--- src/rtl/core_ctrl_pkg.sv ---
// Shared types and instruction-word layout for the attention-core sequencer.
package core_ctrl_pkg;

  localparam int INST_W = 17;

  // Bit positions inside the instruction word
  localparam int OFIFO_RD   = 16;
  localparam int QK_ADD_LSB = 12;
  localparam int P_ADD_LSB  = 8;
  localparam int EXEC       = 7;
  localparam int KLOAD      = 6;
  localparam int QRD        = 5;
  localparam int QWR        = 4;
  localparam int KRD        = 3;
  localparam int KWR        = 2;
  localparam int PRD        = 1;
  localparam int PWR        = 0;

  // State names carry an ST_ prefix so they do not clash with the bit names above
  typedef enum logic [3:0] {
    ST_IDLE,
    ST_KWR,
    ST_QWR,
    ST_KLD,
    ST_KLD_T,
    ST_EXE,
    ST_EXE_T,
    ST_DRN,
    ST_DONE
  } state_t;

endpackage

--- src/rtl/core_ctrl_cnt.sv ---
// Up-counter with synchronous clear, enable and a terminal compare against a limit.
module core_ctrl_cnt #(
  parameter int W = 4
) (
  input  logic         clk,
  input  logic         reset,
  input  logic         clr,
  input  logic         en,
  input  logic [W-1:0] limit,
  output logic [W-1:0] cnt,
  output logic         last
);

  // Clear wins over enable so a state change always starts the next state at index 0
  always_ff @(posedge clk or negedge reset) begin
    if (!reset)     cnt <= '0;
    else if (clr)   cnt <= '0;
    else if (en)    cnt <= cnt + W'(1);
  end

  assign last = (cnt == limit);

endmodule

--- src/rtl/core_ctrl.sv ---
// Instruction sequencer for the attention core: K/Q load, kernel load, execute, drain.
module core_ctrl
  import core_ctrl_pkg::*;
#(
  parameter int ADDR_W = 4,
  parameter int IW     = INST_W
) (
  input  logic              clk,
  input  logic              reset,
  input  logic              start,
  input  logic [ADDR_W-1:0] num_k,
  input  logic [ADDR_W-1:0] num_q,
  input  logic              in_valid,
  output logic              in_ready,
  input  logic              ofifo_valid,
  output logic [IW-1:0]     inst,
  output logic              busy,
  output logic              done
);

  state_t              state, state_nxt;
  logic [ADDR_W-1:0]   nk, nq;
  logic [ADDR_W-1:0]   i, limit;
  logic                last, inc, clr;

  // State register and vector counts captured when a pass is accepted
  always_ff @(posedge clk or negedge reset) begin
    if (!reset) begin
      state <= ST_IDLE;
      nk    <= '0;
      nq    <= '0;
    end else begin
      state <= state_nxt;
      if (state == ST_IDLE && start) begin
        nk <= num_k;
        nq <= num_q;
      end
    end
  end

  // K-side states compare against the K count, everything else against Q
  assign limit = (state == ST_KWR || state == ST_KLD) ? nk : nq;
  assign clr   = (state_nxt != state);

  core_ctrl_cnt #(.W(ADDR_W)) u_cnt (
    .clk   (clk),
    .reset (reset),
    .clr   (clr),
    .en    (inc),
    .limit (limit),
    .cnt   (i),
    .last  (last)
  );

  // Next state and instruction decode; only in_valid and ofifo_valid feed outputs directly
  always_comb begin
    state_nxt = state;
    inst      = '0;
    in_ready  = 1'b0;
    done      = 1'b0;
    inc       = 1'b0;
    unique case (state)
      ST_IDLE: begin
        if (start) state_nxt = ST_KWR;
      end
      ST_KWR: begin
        in_ready                      = 1'b1;
        inst[QK_ADD_LSB +: ADDR_W]    = i;
        inst[KWR]                     = in_valid;
        inc                           = in_valid;
        if (in_valid && last) state_nxt = ST_QWR;
      end
      ST_QWR: begin
        in_ready                      = 1'b1;
        inst[QK_ADD_LSB +: ADDR_W]    = i;
        inst[QWR]                     = in_valid;
        inc                           = in_valid;
        if (in_valid && last) state_nxt = ST_KLD;
      end
      ST_KLD: begin
        inst[QK_ADD_LSB +: ADDR_W]    = i;
        inst[KRD]                     = 1'b1;
        inst[KLOAD]                   = 1'b1;
        inc                           = 1'b1;
        if (last) state_nxt = ST_KLD_T;
      end
      // Holds the kernel-load select one extra cycle for the SRAM read latency
      ST_KLD_T: begin
        inst[KLOAD] = 1'b1;
        state_nxt   = ST_EXE;
      end
      ST_EXE: begin
        inst[QK_ADD_LSB +: ADDR_W]    = i;
        inst[QRD]                     = 1'b1;
        inst[EXEC]                    = 1'b1;
        inc                           = 1'b1;
        if (last) state_nxt = ST_EXE_T;
      end
      ST_EXE_T: begin
        inst[EXEC] = 1'b1;
        state_nxt  = ST_DRN;
      end
      // FIFO head is already on fifo_out, so read and psum write share a cycle
      ST_DRN: begin
        inst[P_ADD_LSB +: ADDR_W]     = i;
        inst[OFIFO_RD]                = ofifo_valid;
        inst[PWR]                     = ofifo_valid;
        inc                           = ofifo_valid;
        if (ofifo_valid && last) state_nxt = ST_DONE;
      end
      ST_DONE: begin
        done      = 1'b1;
        state_nxt = ST_IDLE;
      end
      default: state_nxt = ST_IDLE;
    endcase
  end

  assign busy = (state != ST_IDLE);

endmodule

--- config.mk ---
export PLATFORM = sky130hd
export DESIGN_NAME = core_ctrl
export DESIGN_NICKNAME = d
export VERILOG_FILES = /design/src/rtl/core_ctrl_pkg.sv /design/src/rtl/core_ctrl_cnt.sv /design/src/rtl/core_ctrl.sv
export SDC_FILE = /design/constraint.sdc
export NUM_CORES = 1
export LEC_CHECK = 0
export CORE_MARGIN = 8
export CORE_UTILIZATION = 45
export CTS_BUF_LIST = sky130_fd_sc_hd__clkbuf_4
export CTS_CLUSTER_SIZE = 14
export DETAILED_ROUTE_END_ITERATION = 6
export PLACE_DENSITY = 0.76
export SETUP_SLACK_MARGIN = 0.05
export SKIP_LAST_GASP = 1
export SLEW_MARGIN = 40
export SYNTH_ARGS = -nofsm -noshare
export SYNTH_HDL_FRONTEND = slang
export SYNTH_SLANG_ARGS = --single-unit
--- constraint.sdc ---
create_clock -name clk -period 2.55 [get_ports clk]
set_clock_uncertainty 0.1 [all_clocks]
set_input_delay 0.51 -clock clk [delete_from_list [all_inputs] [get_ports clk]]
set_output_delay 0.51 -clock clk [all_outputs]
set_load 0.02 [all_outputs]
# After elaboration in Yosys (flattened, before gate mapping)
# Index checks and enable logic that the tools add are counted.
[word_totals]
regBits = 16
word_cells = 49
out_inout_bits = 20
in_bits = 13
[op_classes]
n_addsub = 1
eq_ne = 10
n_mux = 22
n_reduce_logical = 12
[op_table]
columns = ["operator", "count"]
rows = [
  ["4-bit 2-to-1 mux", 11],
  ["4-bit case mux with 8 select lines", 1],
  ["4-bit by 3-bit equality test with 1-bit output, second input constant", 4],
  ["1-bit 2-to-1 mux", 9],
  ["4-bit by 2-bit equality test with 1-bit output, second input constant", 2],
  ["2-bit OR reduction", 4],
  ["4-bit by 1-bit adder with 4-bit output, second input constant", 1],
  ["4-bit by 1-bit equality test with 1-bit output, second input constant", 1],
  ["4-bit equality test", 1],
  ["4-bit equality test, second input constant", 1],
  ["4-bit logical NOT", 1],
  ["4-bit != test", 1],
  ["4-bit nonzero test", 1],
  ["4-bit OR reduction", 1],
  ["1-bit logical AND", 3],
  ["1-bit case mux with 3 select lines", 1],
  ["2-bit nonzero test", 1],
  ["1-bit logical OR", 1],
]

# Longest topological paths before layout
[depth]
depth_word = 9
mapped_depth = 6
ltp_nobuf = 5

# Hierarchy
# From an unflattened synthesis, not the netlist that was laid out.
[unflattened]
hier_cells = 111
hier_area_um2 = 1096.1
[by_module_without_submodules]
columns = ["module", "area_per_inst_um2", "n_inst", "cells_per_inst", "seq_area_each_um2"]
rows = [
  ["core_ctrl", 862.1, 1, 90, 300.3],
  ["core_ctrl_cnt", 234.0, 1, 21, 100.1],
]

# Worst setup path before layout
# OpenSTA, ideal clock, no wires.
[synth_timing]
kind = "reg-to-output"
start = "reg state[2]"
end = "out inst[2]"
required_time_ns = 1.940
setup_slack_ns = 0.470
stages_incl_launch_ff = 4
arrival_ns = 1.470
n_path_buf = 1
cell_sequence = "dfrtp_1 > buf_6 > or3b_4 > nor3b_1"
[synth_via]
elab_chain_len = 2
[synth_rtl]
columns = ["item", "line_no", "text"]
rows = [
  ["from (decl)", "core_ctrl.sv:21", "state_t state, state_nxt;"],
  ["from (signal assigned)", "core_ctrl.sv:33", "state <= state_nxt;"],
  ["4-bit by 1-bit equality test with 1-bit output", "core_ctrl.sv:62", "unique case (state)"],
  ["1-bit 2-to-1 mux", "core_ctrl.sv:62", ""],
  ["to (decl)", "core_ctrl.sv:16", "output logic [IW-1:0] inst,"],
]
# Every way passes these cells.

# Worst setup path in the final report
[layout_timing]
start = "reg state[1]"
end = "out inst[3]"
[layout_via]
elab_chain_len = 2
[layout_rtl]
columns = ["item", "line_no"]
rows = [
  ["4-bit by 2-bit equality test with 1-bit output", "core_ctrl.sv:62"],
  ["1-bit 2-to-1 mux", "core_ctrl.sv:62"],
]
# Every way passes these cells.

==> impl_results.md <==
* Layout area overhead at 30.5%
* Post-synthesis async set-or-reset flop share at 1.00
* H-tree depth at 1
* Fin Hold WS at 17.3 ps
* Clock tree from TritonCTS: done
* # IOs at 33
* Die W at 67.1 um
* Fmax at 417 MHz
* Seq/Total Area, Yosys at 0.341
* Layout Nets at 167
* Power Density at 1220 nW/um^2
* Most common library cells after synthesis: dfrtp_1 (16), nor2_1 (13), and2_1 (9)
* Setup CP Type: reg2out
* Site row count at 18
* Yosys reg bits at 16
* Setup Fix Bufs, Post-CTS at 0
* WP buf/inv at 2
* Detailed Routing Iterations Pass 1 at 4
* DIE AREA at 4500 sq um
* Worst-case clock buffer depth at 2
* Post-synth EDFFs at 0
* CP max-delay cell: clkdlybuf4s50_1
* Peak supply drop at 0.832 mV
* Synth area leaders: dfrtp_1 (34%), mux2_2 (7.7%), xnor2_1 (6.0%)
* Fin crit share at 0.940
* Post-route setup TNS at 0 ps
* Synth top area share at 0.341
* Distinct cells, synth at 44
* Biggest area consumer among synthesized cells: dfrtp_1
* Critical path startpoint category: flip-flop
* Layout fillers at 217
* Worst path cell trace: nand2_1 > buf_4 > nor3_1 > clkdlybuf4s50_1
* Initial antenna violation count at 0
* Max stage delay on crit path at 630 ps
* Routed vias at 985
* Via-to-Cell Ratio at 5.41
* Total grt overflow at 0
* Clock Latency Late Sink at 290 ps
* CTS Hold Bufs at 0
* Initial drt markers at 59
* All-Layer GR Usage at 0.127
* Worst Path Max Fanout at 9
* Die Height at 67.1 um
* Vias in the first global route at 958
* Top_reg_cell synth: dfrtp_1
* PostCTS Resize Cnt at 14
* CP top delay family: buffers and inverters
* Clock sink count at 16
* Final wirelength at 2.73 mm
* Lkg Pwr at 0.000745 uW
* # diodes at 0
* Layout cells sized above 1 at 0.237
* Fin worst setup slack at 153 ps
* Gpl congestion at 0.883
* First-pass GRT wire length at 4.37 mm
* DRC at 0
* Register area at 403 sq um
* Fin. Hold Viols at 0
* Final setup viols at 0
* Post-Syn Area at 1170 sq um
* PortBufs at 31
* DP Wirelength at 2.22 mm
* Max Slew Vio Count at 0
* Area of the multi-input gates at 686 sq um
* Ys Warns at 0
* Placeable Area at 2480 sq um
* WL/cell at 15.0 um
* Mapped Cells at 118
* CTS Buf Count at 3
* Unrepaired setup endpoints after global routing: no
* Syn_nets at 132
* Dpl ws at 122 ps
* Max Cap Viol at 0
* Crit path DAT at 1790 ps
* Post-route ant nets at 0
* CP required at 1940 ps
* CTS clk-pin slew, worst paths at 100 ps
* Minimum clock period at 2400 ps
* Status: completed
* Worst Hold Class: in2async
* Starting Density at 0.474
* Syn avg cell area at 9.95 sq um
* Pin count of the biggest net entering global routing at 17
* CP endpoint kind: output pin
* Root Buffer: clkbuf_4
* Most frequent cell after synthesis: dfrtp_1
## placed cells by master (no fill, tap or decap), types with 2 or more instances in the layout
cell	synthesis	layout
inv_1	2	2
buf_4	3	9
mux2_2	8	8
xor2_1	2	2
and2_2	2	2
nor4_1	3	3
dlygate4sd2_1	0	11
dfrtp_1	16	14
xnor2_1	8	8
nand2_1	3	3
nor2_1	13	12
xor2_2	2	2
nor3_1	4	4
clkdlybuf4s50_1	0	14
dfrtp_2	0	2
a21oi_1	4	4
nand3_1	3	3
clkbuf_4	1	3
and2_1	9	9
nor3b_1	3	3
a311oi_1	2	2
nand2b_1	3	3
dlymetal6s2s_1	0	5
## kinds of logic after synthesis
logic type               Yosys count  synth area share
XOR/XNOR                          12             0.102
buffers and inverters             12            0.0810
adder cells (fa/ha/maj)            1            0.0107
other                              1           0.00320
multiplexers                       9            0.0960
AO/OA/AOI/OAI                     17             0.115
AND/OR/NAND/NOR                   50             0.251
flip-flops                        16             0.341
## report_power, final
part | switching (uW) | internal [uW]
sequential | 130 | 363
combinational | 634 | 599
clock | 81.5 | 56.9
## worst paths after layout
check                      depth (start not counted)  slack (ps)           end    startpoint
min                                                1          20  u_cnt.cnt[3]         reset
min reg2reg                                        1         430         nk[1]         nk[1]
max                                                4         150       inst[3]      state[1]
max reg2reg                                        5         500      state[1]  u_cnt.cnt[3]
min in group clk                                   1         430         nk[1]         nk[1]
max in group asynchronous                          1        2040      state[0]         reset
## per-layer routing
metal,track usage,vias to the layer above,routed length (um)
li1,-,482,-
met5,0,-,0
met4,0.0679,0,25
met1,0.139,463,1190
met3,0.0386,4,185
met2,0.215,36,1330
## area by class of cell
cell class,instances,area share
Multi-Input combinational cell,90,0.448
Sequential cell,16,0.263
Timing Repair Buffer,40,0.243
Tap cell,30,0.0245
Clock buffer,3,0.0147
Inverter,2,0.00490
Clock inverter,1,0.00245
## stage by stage
stage | area (sq um) | power, uW | cells | utilization
3_3_place_gp | 1500 | 1710 | 178 | 0.606
4_1_cts | 1520 | 1880 | 182 | 0.613
5_1_grt | 1530 | 2010 | 182 | 0.618
2_1_floorplan | 1170 | 1390 | 118 | -
3_5_place_dp | 1500 | 1750 | 178 | 0.606
6_report | 1530 | 1860 | 182 | 0.618
## state kept, by name, summed over array words and instances (netlist names)
signal / count
state: 4
u_cnt.cnt: 4
nk: 4
nq: 4
## worst register-to-register path, stage by stage (launching register included)
cell      delay [ps]
dfrtp_1          480
xor2_1           200
or4_4            580
mux2i_4          210
a21oi_1           90
a311oi_1         280
No activity file was read; power rests on OpenSTA's default activity.
